--- src/rtl/mem_port_arbiter_pkg.sv ---
// Shared types for the data-RAM port arbiter:
// owner/state encodings, legal parameter ranges, helpers.
package mem_port_arbiter_pkg;

  localparam int RD_LAT_MIN    = 1;
  localparam int RD_LAT_MAX    = 4;
  localparam int BURST_MAX_MIN = 1;
  localparam int BURST_MAX_MAX = 15;

  typedef enum logic [1:0] {
    OWN_NONE = 2'd0,
    OWN_CORE = 2'd1,
    OWN_ACC  = 2'd2
  } owner_e;

  typedef enum logic [1:0] {
    ST_IDLE     = 2'd0,
    ST_CORE_OWN = 2'd1,
    ST_ACC_OWN  = 2'd2
  } state_e;

  typedef struct packed {
    logic valid;
    logic acc;
  } rd_tag_t;

  function automatic int clamp(int v, int lo, int hi);
    if (v < lo) return lo;
    if (v > hi) return hi;
    return v;
  endfunction

  function automatic state_e own2st(owner_e o);
    state_e s;
    s = ST_IDLE;
    unique case (o)
      OWN_CORE: s = ST_CORE_OWN;
      OWN_ACC:  s = ST_ACC_OWN;
      default:  s = ST_IDLE;
    endcase
    return s;
  endfunction

endpackage

--- src/rtl/mem_port_arbiter_if.sv ---
// Core, accelerator and RAM-side signals of the arbiter.
// slave = arbiter side, master = requesters plus RAM.
interface mem_port_arbiter_if #(
  parameter int AW = 10,
  parameter int DW = 64
) ();

  logic          core_req;
  logic          core_we;
  logic [AW-1:0] core_addr;
  logic [DW-1:0] core_wdata;
  logic          core_gnt;
  logic          core_stall;
  logic          core_rvalid;
  logic [DW-1:0] core_rdata;

  logic          acc_req;
  logic          acc_we;
  logic [AW-1:0] acc_addr;
  logic [DW-1:0] acc_wdata;
  logic          acc_gnt;
  logic          acc_rvalid;
  logic [DW-1:0] acc_rdata;

  logic          ram_en;
  logic          ram_we;
  logic [AW-1:0] ram_addr;
  logic [DW-1:0] ram_wdata;
  logic [DW-1:0] ram_rdata;

  modport slave (
    input  core_req, core_we,
    input  core_addr, core_wdata,
    output core_gnt, core_stall,
    output core_rvalid, core_rdata,
    input  acc_req, acc_we,
    input  acc_addr, acc_wdata,
    output acc_gnt,
    output acc_rvalid, acc_rdata,
    output ram_en, ram_we,
    output ram_addr, ram_wdata,
    input  ram_rdata
  );

  modport master (
    output core_req, core_we,
    output core_addr, core_wdata,
    input  core_gnt, core_stall,
    input  core_rvalid, core_rdata,
    output acc_req, acc_we,
    output acc_addr, acc_wdata,
    input  acc_gnt,
    input  acc_rvalid, acc_rdata,
    input  ram_en, ram_we,
    input  ram_addr, ram_wdata,
    output ram_rdata
  );

endinterface

--- src/rtl/mem_port_arbiter_rd_return_pipe.sv ---
// Read-return tag pipeline: {valid, owner} delayed by
// RD_LAT cycles to steer RAM read data to its requester.
module mem_port_arbiter_rd_return_pipe
  import mem_port_arbiter_pkg::*;
#(
  parameter int RD_LAT = 1
) (
  input  logic clk,
  input  logic reset,
  input  logic i_push,
  input  logic i_acc,
  output logic o_core_rvalid,
  output logic o_acc_rvalid
);

  rd_tag_t r_pipe [RD_LAT];
  rd_tag_t w_out;

  always_ff @(posedge clk) begin
    if (reset) begin
      for (int i = 0; i < RD_LAT; i++)
        r_pipe[i] <= '0;
    end else begin
      r_pipe[0] <= '{valid: i_push, acc: i_acc};
      for (int i = 1; i < RD_LAT; i++)
        r_pipe[i] <= r_pipe[i-1];
    end
  end

  assign w_out         = r_pipe[RD_LAT-1];
  assign o_core_rvalid = w_out.valid & ~w_out.acc;
  assign o_acc_rvalid  = w_out.valid & w_out.acc;

endmodule

--- src/rtl/mem_port_arbiter.sv ---
// Round-robin, burst-limited arbiter sharing one data RAM
// between the core memory port and the accelerator DMA.
module mem_port_arbiter
  import mem_port_arbiter_pkg::*;
#(
  parameter int AW        = 10,
  parameter int DW        = 64,
  parameter int RD_LAT    = 1,
  parameter int BURST_MAX = 4
) (
  input logic clk,
  input logic reset,
  mem_port_arbiter_if.slave bus
);

  localparam int LAT =
    clamp(RD_LAT, RD_LAT_MIN, RD_LAT_MAX);
  localparam int BMAX =
    clamp(BURST_MAX, BURST_MAX_MIN, BURST_MAX_MAX);
  localparam logic [3:0] BURST_LIM = 4'(BMAX - 1);

  state_e        r_state;
  state_e        w_state_nxt;
  owner_e        r_last;
  owner_e        w_owner;
  logic [3:0]    r_burst;
  logic [3:0]    w_burst_nxt;
  logic          w_both;
  logic          w_core_only;
  logic          w_acc_only;
  logic          w_keep;
  logic          w_core_gnt;
  logic          w_acc_gnt;
  logic          w_ram_we;
  logic [AW-1:0] w_ram_addr;
  logic [DW-1:0] w_ram_wdata;
  logic          w_core_rvalid;
  logic          w_acc_rvalid;
  logic [DW-1:0] r_core_rdata;
  logic [DW-1:0] r_acc_rdata;

  assign w_both      = bus.core_req & bus.acc_req;
  assign w_core_only = bus.core_req & ~bus.acc_req;
  assign w_acc_only  = bus.acc_req & ~bus.core_req;
  assign w_keep      = r_burst < BURST_LIM;

  always_ff @(posedge clk) begin
    if (reset) begin
      r_state <= ST_IDLE;
      r_last  <= OWN_ACC;
      r_burst <= '0;
    end else begin
      r_state <= w_state_nxt;
      r_burst <= w_burst_nxt;
      if (w_owner != OWN_NONE)
        r_last <= w_owner;
    end
  end

  // Grants are suppressed while reset is held.
  always_comb begin
    w_owner = OWN_NONE;
    if (!reset) begin
      unique case (1'b1)
        w_both: begin
          unique case (r_state)
            ST_CORE_OWN:
              w_owner = w_keep ? OWN_CORE : OWN_ACC;
            ST_ACC_OWN:
              w_owner = w_keep ? OWN_ACC : OWN_CORE;
            default:
              w_owner = (r_last == OWN_CORE) ?
                        OWN_ACC : OWN_CORE;
          endcase
        end
        w_core_only: w_owner = OWN_CORE;
        w_acc_only:  w_owner = OWN_ACC;
        default:     w_owner = OWN_NONE;
      endcase
    end
    w_state_nxt = own2st(w_owner);
    w_burst_nxt = '0;
    if (w_both && r_state != ST_IDLE &&
        w_state_nxt == r_state)
      w_burst_nxt = r_burst + 4'(r_burst != 4'hF);
  end

  always_comb begin
    w_core_gnt  = (w_owner == OWN_CORE);
    w_acc_gnt   = (w_owner == OWN_ACC);
    w_ram_we    = 1'b0;
    w_ram_addr  = '0;
    w_ram_wdata = '0;
    unique case (w_owner)
      OWN_CORE: begin
        w_ram_we    = bus.core_we;
        w_ram_addr  = bus.core_addr;
        w_ram_wdata = bus.core_wdata;
      end
      OWN_ACC: begin
        w_ram_we    = bus.acc_we;
        w_ram_addr  = bus.acc_addr;
        w_ram_wdata = bus.acc_wdata;
      end
      default: ;
    endcase
  end

  assign bus.core_gnt   = w_core_gnt;
  assign bus.acc_gnt    = w_acc_gnt;
  assign bus.core_stall = bus.core_req & ~w_core_gnt;
  assign bus.ram_en     = w_core_gnt | w_acc_gnt;
  assign bus.ram_we     = w_ram_we;
  assign bus.ram_addr   = w_ram_addr;
  assign bus.ram_wdata  = w_ram_wdata;

  mem_port_arbiter_rd_return_pipe #(
    .RD_LAT (LAT)
  ) u_rd_pipe (
    .clk           (clk),
    .reset         (reset),
    .i_push        (bus.ram_en & ~w_ram_we),
    .i_acc         (w_acc_gnt),
    .o_core_rvalid (w_core_rvalid),
    .o_acc_rvalid  (w_acc_rvalid)
  );

  // Each port keeps its last returned word between reads.
  always_ff @(posedge clk) begin
    if (reset) begin
      r_core_rdata <= '0;
      r_acc_rdata  <= '0;
    end else begin
      if (w_core_rvalid)
        r_core_rdata <= bus.ram_rdata;
      if (w_acc_rvalid)
        r_acc_rdata <= bus.ram_rdata;
    end
  end

  assign bus.core_rvalid = w_core_rvalid;
  assign bus.acc_rvalid  = w_acc_rvalid;
  assign bus.core_rdata  =
    w_core_rvalid ? bus.ram_rdata : r_core_rdata;
  assign bus.acc_rdata   =
    w_acc_rvalid ? bus.ram_rdata : r_acc_rdata;

endmodule

--- src/flat_wrapper.sv ---
// flat-port wrapper written by rule: the top's interface ports become plain ports
module mem_port_arbiter_flat import mem_port_arbiter_pkg::*;
#(
  parameter int AW        = 10,
  parameter int DW        = 64,
  parameter int RD_LAT    = 1,
  parameter int BURST_MAX = 4
)
  (clk, reset, bus_core_req, bus_core_we, bus_core_addr, bus_core_wdata, bus_core_gnt, bus_core_stall, bus_core_rvalid, bus_core_rdata, bus_acc_req, bus_acc_we, bus_acc_addr, bus_acc_wdata, bus_acc_gnt, bus_acc_rvalid, bus_acc_rdata, bus_ram_en, bus_ram_we, bus_ram_addr, bus_ram_wdata, bus_ram_rdata);
  mem_port_arbiter_if #(.AW(AW), .DW(DW)) bus_i ();
  input logic clk;
  input logic reset;
  input wire logic [$bits(bus_i.core_req)-1:0] bus_core_req;
  input wire logic [$bits(bus_i.core_we)-1:0] bus_core_we;
  input wire logic [$bits(bus_i.core_addr)-1:0] bus_core_addr;
  input wire logic [$bits(bus_i.core_wdata)-1:0] bus_core_wdata;
  output wire logic [$bits(bus_i.core_gnt)-1:0] bus_core_gnt;
  output wire logic [$bits(bus_i.core_stall)-1:0] bus_core_stall;
  output wire logic [$bits(bus_i.core_rvalid)-1:0] bus_core_rvalid;
  output wire logic [$bits(bus_i.core_rdata)-1:0] bus_core_rdata;
  input wire logic [$bits(bus_i.acc_req)-1:0] bus_acc_req;
  input wire logic [$bits(bus_i.acc_we)-1:0] bus_acc_we;
  input wire logic [$bits(bus_i.acc_addr)-1:0] bus_acc_addr;
  input wire logic [$bits(bus_i.acc_wdata)-1:0] bus_acc_wdata;
  output wire logic [$bits(bus_i.acc_gnt)-1:0] bus_acc_gnt;
  output wire logic [$bits(bus_i.acc_rvalid)-1:0] bus_acc_rvalid;
  output wire logic [$bits(bus_i.acc_rdata)-1:0] bus_acc_rdata;
  output wire logic [$bits(bus_i.ram_en)-1:0] bus_ram_en;
  output wire logic [$bits(bus_i.ram_we)-1:0] bus_ram_we;
  output wire logic [$bits(bus_i.ram_addr)-1:0] bus_ram_addr;
  output wire logic [$bits(bus_i.ram_wdata)-1:0] bus_ram_wdata;
  input wire logic [$bits(bus_i.ram_rdata)-1:0] bus_ram_rdata;
  assign bus_i.core_req = bus_core_req;
  assign bus_i.core_we = bus_core_we;
  assign bus_i.core_addr = bus_core_addr;
  assign bus_i.core_wdata = bus_core_wdata;
  assign bus_core_gnt = bus_i.core_gnt;
  assign bus_core_stall = bus_i.core_stall;
  assign bus_core_rvalid = bus_i.core_rvalid;
  assign bus_core_rdata = bus_i.core_rdata;
  assign bus_i.acc_req = bus_acc_req;
  assign bus_i.acc_we = bus_acc_we;
  assign bus_i.acc_addr = bus_acc_addr;
  assign bus_i.acc_wdata = bus_acc_wdata;
  assign bus_acc_gnt = bus_i.acc_gnt;
  assign bus_acc_rvalid = bus_i.acc_rvalid;
  assign bus_acc_rdata = bus_i.acc_rdata;
  assign bus_ram_en = bus_i.ram_en;
  assign bus_ram_we = bus_i.ram_we;
  assign bus_ram_addr = bus_i.ram_addr;
  assign bus_ram_wdata = bus_i.ram_wdata;
  assign bus_i.ram_rdata = bus_ram_rdata;
  mem_port_arbiter #(.AW(AW), .DW(DW), .RD_LAT(RD_LAT), .BURST_MAX(BURST_MAX)) u_core (.clk(clk), .reset(reset), .bus(bus_i));
endmodule
--- config.mk ---
export PLATFORM = sky130hd
export DESIGN_NAME = mem_port_arbiter_flat
export DESIGN_NICKNAME = d
export VERILOG_FILES = /design/src/rtl/mem_port_arbiter_pkg.sv /design/src/rtl/mem_port_arbiter_if.sv /design/src/rtl/mem_port_arbiter_rd_return_pipe.sv /design/src/rtl/mem_port_arbiter.sv /design/src/flat_wrapper.sv
export SDC_FILE = /design/constraint.sdc
export NUM_CORES = 1
export LEC_CHECK = 0
export ABC_AREA = 1
export CORE_AREA = 2 2 165 167
export DETAILED_ROUTE_END_ITERATION = 10
export DIE_AREA = 0 0 167 169
export PLACE_DENSITY = 0.6
export SYNTH_ARGS = -nofsm -noshare
export SYNTH_HDL_FRONTEND = slang
export SYNTH_SLANG_ARGS = --single-unit
--- constraint.sdc ---
create_clock -name clk -period 2.4 [get_ports clk]
set_input_delay 0.36 -clock clk [delete_from_list [all_inputs] [get_ports clk]]
set_output_delay 0.36 -clock clk [all_outputs]
set_load 0.02 [all_outputs]
==> results of run 1 <==
-- cell usage after synthesis (all sizes together) --
master / count / area share (%)
nor2: 139 / 7.5
or2: 128 / 11
dfxtp: 137 / 39
nand2: 166 / 8.9
inv: 149 / 8.0
nand3b: 1 / 0.11
a21oi: 77 / 5.5
xnor2: 1 / 0.12
buf: 36 / 3.2
o21ai: 129 / 12
nor3: 1 / 0.071
o22ai: 1 / 0.089
nand4: 2 / 0.18
clkbuf: 31 / 2.0
xor2: 1 / 0.12
nand3: 5 / 0.36
ha: 9 / 1.6
-- metrics by stage --
stage / utilization [%] / instances / hold slack (ps) / total power (uW) / worst slack [ps]
final: 57.4 / 1853 / 356 / 7650 / -403
after global routing: 57.4 / 1853 / 363 / 7990 / -501
after CTS: 53.9 / 1841 / 335 / 7610 / -435
after detailed placement: 49.0 / 1787 / 461 / 4720 / -745
after global placement: 49.0 / 1787 / 456 / 4710 / -723
after floorplan: - / 1013 / 436 / 3620 / 1.46
-- layer usage --
metal	GRT usage (%)	wire length, um
met1	22.1	11800
met2	38.3	16800
met3	6.69	2430
met4	9.33	1470
met5	0	27
-- worst max path at each step --
stage / from / end / slack (ps) / depth (start not counted)
finish: u_core.u_rd_pipe.r_pipe[0][0] / bus_ram_wdata[40] / -400 / 14
global route: u_core.u_rd_pipe.r_pipe[0][0] / bus_ram_addr[7] / -500 / 14
CTS: u_core.r_state[0] / bus_ram_wdata[18] / -430 / 14
detailed placement: bus_acc_req / bus_ram_wdata[31] / -750 / 12
global placement: bus_acc_req / bus_ram_wdata[31] / -720 / 12
floorplan: u_core.r_state[0] / bus_ram_wdata[22] / 1 / 12
-- placed cells by master, fill, tap and decap left out, types with 3 or more instances in the layout --
cell and instances:
a21oi_4 75, buf_12 15, buf_16 10, buf_2 19, buf_4 58, buf_6 92
buf_8 5, clkbuf_16 25, clkbuf_2 41, clkbuf_4 3, clkdlybuf4s50_1 216, clkinvlp_4 3
dfxtp_1 135, dlymetal6s2s_1 65, ha_1 3, ha_4 6, inv_1 137, inv_2 8
inv_6 7, inv_8 3, nand2_1 28, nand2_2 50, nand2_4 83, nand2_8 5
nand3_2 3, nor2_1 135, o21ai_0 44, o21ai_1 14, o21ai_2 71, or2_0 26
or2_1 81, or2_2 21
-- cell type report --
| cell class | instances | area [um2] |
|---|---|---|
| diodes | 1 | 2.50 |
| clock buffers | 18 | 429 |
| clock inverters | 14 | 163 |
| fillers | 2387 | 11300 |
| inverters | 149 | 577 |
| multi-input cells | 660 | 5230 |
| flip-flops and latches | 137 | 2750 |
| well taps | 341 | 427 |
| repair buffers | 533 | 5630 |
-- power by group through the flow --
stage | sequential [uW] | combinational [uW] | clock (uW)
5_1_grt | 2420 | 2740 | 2840
4_1_cts | 2400 | 2470 | 2730
2_1_floorplan | 2450 | 1180 | 0
3_3_place_gp | 2450 | 2260 | 0
6_report | 2400 | 2580 | 2670
3_5_place_dp | 2450 | 2260 | 0
-- state kept, by name (all words and copies together), names as in the netlist --
name and flops:
u_core.r_last 2, u_core.r_core_rdata 64, u_core.r_burst 4, u_core.r_acc_rdata 64
u_core.r_state 1, u_core.u_rd_pipe.r_pipe 2
-- kinds of logic after synthesis --
group | Yosys count | synth area share (%)
flip-flops | 137 | 39.0
buffers and inverters | 216 | 13.1
XOR/XNOR | 2 | 0.249
AO/OA/AOI/OAI | 207 | 17.5
AND/OR/NAND/NOR | 442 | 28.5
adder cells (fa/ha/maj) | 9 | 1.60
-- timing repair --
item / 4_1_cts / 5_1_grt
buffers inserted: 13 / 3
gates cloned: 9 / 10
gates resized for setup: 632 / 411
setup endpoints to repair: 207 / 207
pin swaps: 7 / 44
hold buffers: 0 / 0
-- worst min-delay path: cells and delay by family --
| family | cells | cell delay, ps |
|---|---|---|
| buffers and inverters | 1 | 100 |
| AND/OR/NAND/NOR | 2 | 190 |
| AO/OA/AOI/OAI | 1 | 70 |
==> flow_metrics.env, run 1 <==
export IMPL_outcome="complete, but fails checks"
export IMPL_violations="negative setup slack"
export IMPL_fin_ws_ps=-403
export IMPL_hold_path_class="input pin to flip-flop"
export IMPL_cp_required_ps=2040
export IMPL_clock_skew_ps=7.87
export IMPL_r2r_cells=17
export IMPL_sw_frac_of_total_pct=32.5
export IMPL_ys_ff_latch=137
export IMPL_cp_end_kind="primary output"
export IMPL_power_share_clock_pct=34.9
export IMPL_antenna_found_initial=3
export IMPL_htree_num_levels=4
export IMPL_placed_cell_area_mm2=0.0130
export IMPL_grt_pass1_wl_um=46100
export IMPL_seq_area_frac_synth_pct=39.0
export IMPL_reg2reg_to="u_core.r_burst[3]"
export IMPL_finalCritPeriodShare_pct=117
export IMPL_irDropWorstVdd_mv=0.464
export IMPL_fin_area_mm2=0.0152
export IMPL_hold_path_endpoint="u_core.r_last[0]"
export IMPL_syn_num_nets=1240
export IMPL_max_stage_delay_ps=360
export IMPL_drive_gt1_share_pct=40.8
export IMPL_drtAntennaViolNets=0
export IMPL_setup_viol=79
export IMPL_dr_first_iter_drc_count=363
export IMPL_p_leak_uw=0.00832
export IMPL_cp_arrival_ps=2440
export IMPL_via_count=8305
export IMPL_dpl_hpwl_um=22500
export IMPL_crit_type="flip-flop to primary output"
export IMPL_io_buffers=426
export IMPL_maxCapViolations=0
export IMPL_worstSetupStartpointType="flip-flop"
export IMPL_pwr_share_seq_pct=31.4
export IMPL_fmax_mhz=357
export IMPL_rsz0062_at_grt="true"
export IMPL_netlist_area_mm2=0.00702
export IMPL_cts_tree="done"
export IMPL_viasPerCell=4.48
export IMPL_gp_congestion=0.856
export IMPL_finalHoldViolations=0
export IMPL_drc_errors=0
export IMPL_hp_start="reset"
export IMPL_core_mm2=0.0265
export IMPL_cpMaxStageDelayCell="dfxtp_2"
export IMPL_ys_warn_count=0
export IMPL_final_max_slew_viol_count=0
export IMPL_worstReg2RegStart="u_core.u_rd_pipe.r_pipe[0][0]"
export IMPL_crit_fanout=14
export IMPL_clock_latency_ps=420
export IMPL_io_pins=427
export IMPL_grt_max_degree=93
export IMPL_min_period_ps=2800
export IMPL_rows=60
export IMPL_p_int_uw=5170
export IMPL_p_sw_uw=2480
export IMPL_p_per_area_mw_per_mm2=503
export IMPL_wirelength_um=32500
export IMPL_rrSetupSlack_ps=60
export IMPL_clock_root_buffer="clkbuf_16"
export IMPL_synth_distinct_cells=29
export IMPL_cp_top_family="buffers and inverters"
export IMPL_clockBufferDepth=2
export IMPL_timing_slew_headroom_pct=31.2
export IMPL_die_x_um=167
export IMPL_min_path_cells=4
export IMPL_die_area_mm2=0.0282
export IMPL_grt_util_all_layers_pct=21.0
export IMPL_area_delta_synth_final_pct=116
export IMPL_crit_chain="inv_4 > ha_4 > inv_2 > a21oi_4 > nand2_2 > nand2_2 > nand2_4 > inv_2 > ha_4 > buf_6 > buf_12 > nand2_1 > a21oi_4 > buf_6"
export IMPL_combPwrFrac_pct=33.7
export IMPL_die_height_um=169
export IMPL_grt_pass1_vias=8194
export IMPL_start_util_pct=26.5
export IMPL_path_clk_slew_ps=60
export IMPL_tightestPinTransition_ps=1030
export IMPL_wl_per_cell_um=17.5
export IMPL_drt_first_pass_iters=5
export IMPL_syn_inst=1013
export IMPL_clkSinkCount=137
export IMPL_postSynthAreaPerCell_um2=6.93
export IMPL_cts_buffers=17
export IMPL_grt_ovfl_total=0
export IMPL_path_buf_inv=6
export IMPL_layout_nets=1725
export IMPL_tns_ps=-28380
(Power assumes the default switching activity.)
==> run 2: changes to the inputs <==
- DONT_BUFFER_PORTS: not set -> 1
- PLACE_DENSITY: 0.6 -> 0.38
==> run 2 against run 1 <==
Largest cell class is now multi-input combinational cells. Combinational power fell by 40%. Sequential cell count stayed put. Critical endpoint is now bus_ram_wdata[33]. Global-route usage down 2.7 points. Total power fell by 15%. Fmax is 1.5% higher. Clock skew increased by 1.5 ps. The run still ends with negative setup slack left. Critical path depth is 2 lower. Utilization shrank 21 points. Non-clock buffer count decreased by 466. Cell area down 37%. Hold slack worse by 290 ps.
==> flow_metrics.env, run 2 (synthesis gave the netlist of run 1 again) <==
export IMPL_outcome="complete, but fails checks"
export IMPL_violations="negative setup slack"
export IMPL_die_height_um=169
export IMPL_hp_start="reset"
export IMPL_placed_cell_area_mm2=0.00841
export IMPL_grt_util_met1_pct=20.0
export IMPL_path_clk_slew_ps=60
export IMPL_dr_first_iter_drc_count=204
export IMPL_min_path_cells=1
export IMPL_clockBufferDepth=2
export IMPL_min_period_ps=2760
export IMPL_final_common_cell="nand2_1"
export IMPL_finalCritPeriodShare_pct=115
export IMPL_start_util_pct=26.5
export IMPL_hold_path_class="input pin to flip-flop"
export IMPL_finalHoldViolations=0
export IMPL_p_leak_uw=0.00454
export IMPL_wl_per_cell_um=19.9
export IMPL_cp_arrival_ps=2400
export IMPL_irDropWorstVdd_mv=0.376
export IMPL_crit_fanout=15
export IMPL_die_area_mm2=0.0282
export IMPL_drt_first_pass_iters=4
export IMPL_grt_max_degree=66
export IMPL_rrSetupSlack_ps=330
export IMPL_drive_gt1_share_pct=26.9
export IMPL_die_x_um=167
export IMPL_final_max_slew_viol_count=0
export IMPL_timing_slew_headroom_pct=57.8
export IMPL_reg2reg_to="u_core.r_burst[2]"
export IMPL_io_pins=427
export IMPL_cp_required_ps=2040
export IMPL_wirelength_um=27600
export IMPL_drc_errors=0
export IMPL_final_core_util_pct=36.4
export IMPL_rows=60
export IMPL_io_buffers=0
export IMPL_p_per_area_mw_per_mm2=678
export IMPL_final_fill_count=2883
export IMPL_via_count=6434
export IMPL_r2r_cells=15
export IMPL_met2_usage_pct=33.0
export IMPL_tns_ps=-24910
export IMPL_antenna_found_initial=1
export IMPL_tightestPinTransition_ps=631
export IMPL_area_delta_synth_final_pct=37.4
export IMPL_grt_util_all_layers_pct=18.3
export IMPL_clock_latency_ps=420
export IMPL_crit_type="flip-flop to primary output"
export IMPL_clock_skew_ps=9.35
export IMPL_dpl_hpwl_um=19000
export IMPL_worstReg2RegStart="u_core.u_rd_pipe.r_pipe[0][0]"
export IMPL_multi_input_area_mm2=0.00437
export IMPL_use_met3_pct=5.99
export IMPL_clkSinkCount=137
export IMPL_fmax_mhz=362
export IMPL_regArea_mm2=0.00275
export IMPL_grt_pass1_vias=6211
export IMPL_placed_cells=1323
export IMPL_cp_end_kind="primary output"
export IMPL_clock_root_buffer="clkbuf_16"
export IMPL_gp_congestion=0.774
export IMPL_grt_busiest_layer="met2"
export IMPL_top_regs="u_core.r_acc_rdata (64), u_core.r_core_rdata (64), u_core.r_burst (4)"
export IMPL_maxCapViolations=0
export IMPL_htree_num_levels=4
export IMPL_setup_viol=78
export IMPL_rsz0062_at_grt="true"
export IMPL_worstSetupStartpointType="flip-flop"
export IMPL_cts_buffers=17
export IMPL_final_cell_mix="nand2_1, inv_1, nor2_1, dfxtp_1, or2_1"
export IMPL_fin_ws_ps=-361
export IMPL_hold_path_endpoint="u_core.r_state[0]"
export IMPL_grt_ovfl_total=0
export IMPL_fin_area_mm2=0.00965
export IMPL_fin_cells=1386
export IMPL_grt_pass1_wl_um=39300
export IMPL_viasPerCell=4.64
export IMPL_cts_tree="done"
export IMPL_drtAntennaViolNets=0
export IMPL_crit_start="u_core.u_rd_pipe.r_pipe[0][0]"
export IMPL_core_mm2=0.0265
export IMPL_layout_nets=1259
==> run 2: layout make-up <==
cell class,count,area share (%)
Clock buffer,18,4.45
Sequential cell,137,28.4
Multi-Input combinational cell,660,45.2
Inverter,149,5.92
Tap cell,341,4.42
Antenna cell,1,0.0259
Timing Repair Buffer,67,9.98
Clock inverter,13,1.52
==> run 2: per-layer routing <==
metal  share of wire [%]  up-vias  routed length (um)
met5                   0        -                   0
met4                 2.5        0                 704
met3                 7.3       37                2010
met2                  52      241               14300
met1                  38     3009               10600
li1                    -     3147                   -
==> run 2: how the worst max path moves through the flow <==
stage | end | slack (ps) | cells after the start
after floorplan | bus_ram_wdata[22] | 1 | 12
after global placement | bus_ram_addr[5] | 6 | 12
after detailed placement | bus_ram_addr[5] | -3 | 12
after CTS | bus_ram_addr[8] | -390 | 12
after global routing | bus_ram_wdata[10] | -500 | 12
final | bus_ram_wdata[33] | -360 | 12
==> run 2: power by group <==
part / total [uW] / leakage [uW] / internal, uW / switching (uW)
Sequential: 2400 / 0.00111 / 2380 / 20.9
Clock: 2580 / 0.000277 / 1530 / 1050
Combinational: 1550 / 0.00315 / 498 / 1060
==> run 2: timing repair <==
item / CTS / global route
gates cloned: 2 / 9
hold endpoints to repair: 46 / 0
pin swaps: 22 / 11
buffers inserted: 2 / 12
endpoints found under the setup margin: 83 / 88
resized for setup: 20 / 49
hold buffers: 6 / 0
==> run 2: critical path, cell delays in order (launching register included) <==
cell	delay (ps)
dfxtp_2	340
inv_2	60
ha_4	260
inv_2	30
a21oi_2	130
nand2_1	80
nand2_2	90
nand2_4	60
buf_6	120
ha_4	290
inv_8	80
buf_12	180
a21oi_4	240
==> run 2: metrics by stage <==
stage               power (uW)  worst slack (ps)  hold slack, ps
finish                    6540              -361            67.2
floorplan                 3620              1.46             436
detailed placement        3840             -2.83             445
CTS                       6550              -387           0.515
global placement          3830              6.50             446
global route              6840              -500            28.3
==> run 3: changes to the inputs <==
- CORE_AREA: 2 2 165 167 -> 2 2 167 169
- CTS_BUF_LIST: not set -> sky130_fd_sc_hd__clkbuf_2 sky130_fd_sc_hd__clkbuf_4 sky130_fd_sc_hd__clkbuf_8
- DIE_AREA: 0 0 167 169 -> 0 0 169 171
==> run 3 against run 2 <==
The flow still finishes with violations (negative setup slack). Critical path depth did not move. Cell count rose by 1.4%. Register-to-register slack got worse by 120 ps. Largest power group is now sequential cells.
==> flow_metrics.env, run 3 (synthesis gave the netlist of run 1 again) <==
export IMPL_final_fill_count=2888
export IMPL_antenna_found_initial=1
export IMPL_hold_path_class="input pin to flip-flop"
export IMPL_crit_fanout=15
export IMPL_tightestPinTransition_ps=544
export IMPL_final_cell_mix="nor2_1, dfxtp_1, inv_1"
export IMPL_hp_start="bus_ram_rdata[38]"
export IMPL_drive_gt1_share_pct=32.6
export IMPL_sw_frac_of_total_pct=35.2
export IMPL_clock_latency_ps=450
export IMPL_setup_viol=78
export IMPL_min_period_ps=2780
export IMPL_grt_pass1_wl_um=39100
export IMPL_core_mm2=0.0273
export IMPL_rrSetupSlack_ps=210
export IMPL_maxCapViolations=0
export IMPL_dr_first_iter_drc_count=276
export IMPL_top_regs="u_core.r_acc_rdata (64), u_core.r_core_rdata (64), u_core.r_burst (4)"
export IMPL_cpMaxStageDelayCell="dfxtp_2"
export IMPL_min_path_cells=2
export IMPL_viasPerCell=4.64
export IMPL_via_count=6522
export IMPL_crit_chain="inv_2 > ha_4 > inv_2 > a21oi_2 > nand2_1 > nand2_2 > nand2_2 > buf_6 > ha_4 > inv_12 > buf_12 > a21oi_4"
export IMPL_cp_required_ps=2040
export IMPL_grt_pass1_vias=6311
export IMPL_cts_buffers=17
export IMPL_rsz0062_at_grt="true"
export IMPL_cts_tree="done"
export IMPL_combPwrFrac_pct=27.2
export IMPL_area_delta_synth_final_pct=40.4
export IMPL_die_x_um=169
export IMPL_path_buf_inv=5
export IMPL_max_stage_delay_ps=340
export IMPL_tns_ps=-27720
export IMPL_clockBufferDepth=2
export IMPL_fin_ws_ps=-380
export IMPL_pwr_share_seq_pct=39.6
export IMPL_hold_path_endpoint="u_core.r_core_rdata[38]"
export IMPL_cp_top_family="adder cells"
export IMPL_fmax_mhz=360
export IMPL_dpl_hpwl_um=19300
export IMPL_wl_per_cell_um=20.1
export IMPL_reg2reg_to="u_core.r_burst[1]"
export IMPL_p_leak_uw=0.00462
export IMPL_regArea_mm2=0.00275
export IMPL_violations="negative setup slack"
export IMPL_outcome="complete, but fails checks"
export IMPL_worstSetupStartpointType="flip-flop"
export IMPL_finalCritPeriodShare_pct=116
export IMPL_gp_congestion=0.829
export IMPL_timing_slew_headroom_pct=63.7
export IMPL_cp_end_kind="primary output"
export IMPL_irDropWorstVdd_mv=0.293
export IMPL_finalHoldViolations=0
export IMPL_grt_max_degree=113
export IMPL_drt_first_pass_iters=4
export IMPL_p_per_area_mw_per_mm2=614
export IMPL_wirelength_um=28200
export IMPL_r2r_cells=16
export IMPL_start_util_pct=25.7
export IMPL_io_buffers=0
export IMPL_cp_arrival_ps=2420
export IMPL_clock_root_buffer="clkbuf_8"
export IMPL_final_max_slew_viol_count=0
export IMPL_grt_util_all_layers_pct=17.8
export IMPL_clkSinkCount=137
export IMPL_drc_errors=0
export IMPL_layout_nets=1272
export IMPL_power_share_clock_pct=33.2
export IMPL_worstReg2RegStart="u_core.r_state[0]"
export IMPL_io_pins=427
export IMPL_die_area_mm2=0.0289
export IMPL_p_sw_uw=2130
export IMPL_hold_slack_ps=55.8
export IMPL_rows=61
export IMPL_die_height_um=171
export IMPL_htree_num_levels=4
export IMPL_clock_skew_ps=19.7
export IMPL_drtAntennaViolNets=0
export IMPL_p_int_uw=3930
export IMPL_crit_type="flip-flop to primary output"
export IMPL_path_clk_slew_ps=90
export IMPL_grt_ovfl_total=0
export IMPL_multi_input_area_mm2=0.00449
## run 3: power by group through the flow
stage / Clock, uW / Sequential [uW] / Combinational [uW]
after floorplan: 0 / 2450 / 1180
after global placement: 0 / 2450 / 1410
after detailed placement: 0 / 2450 / 1400
after CTS: 2090 / 2400 / 1540
after global routing: 2190 / 2410 / 1770
final: 2010 / 2400 / 1650
## run 3: worst max-delay path by stage
stage,start,end,slack [ps],cells past startpoint
floorplan,u_core.r_state[0],bus_ram_wdata[22],1,12
CTS,u_core.r_state[0],bus_ram_addr[6],-410,12
detailed placement,u_core.r_state[0],bus_ram_addr[6],-20,12
global placement,u_core.r_state[0],bus_ram_addr[6],-9,12
global route,u_core.u_rd_pipe.r_pipe[0][0],bus_ram_we,-510,16
finish,u_core.r_state[0],bus_ram_wdata[25],-380,12
## run 3: cell type report
class	instances	share of cell area [%]
inverters	149	5.80
clock inverters	13	1.60
well taps	346	4.39
repair buffers	80	12.3
flip-flops and latches	137	27.8
clock buffers	19	2.59
multi-input cells	660	45.5
diodes	1	0.0254
## run 3: timing repair
action,in CTS,in global routing
cloned,3,13
setup buffers,7,7
setup endpoints to repair,79,123
pin swaps,46,39
hold buffers,21,1
gates resized for setup,50,74
endpoints found under the hold margin,132,1
## run 3: metal layers
layer  wire length [um]  part of all wire (%)  vias up  GRT usage [%]
met5                  0                     0        -              0
met4                754                   2.7        0           6.17
met3               2100                   7.5       39           6.04
met2              14500                    51      251           31.8
met1              10900                    39     3071           19.9
li1                   -                     -     3161              -
## run 3: per-stage QoR
step                worst slack (ps)  power, uW  instance area [um2]  utilization, %  std cells
global route                    -512       6360                 9860            36.1       1405
detailed placement             -24.6       3860                 8430            30.9       1323
finish                          -380       6060                 9860            36.1       1405
CTS                             -412       6030                 9380            34.3       1386
floorplan                       1.46       3620                 7980               -       1013
global placement               -8.89       3860                 8430            30.9       1323
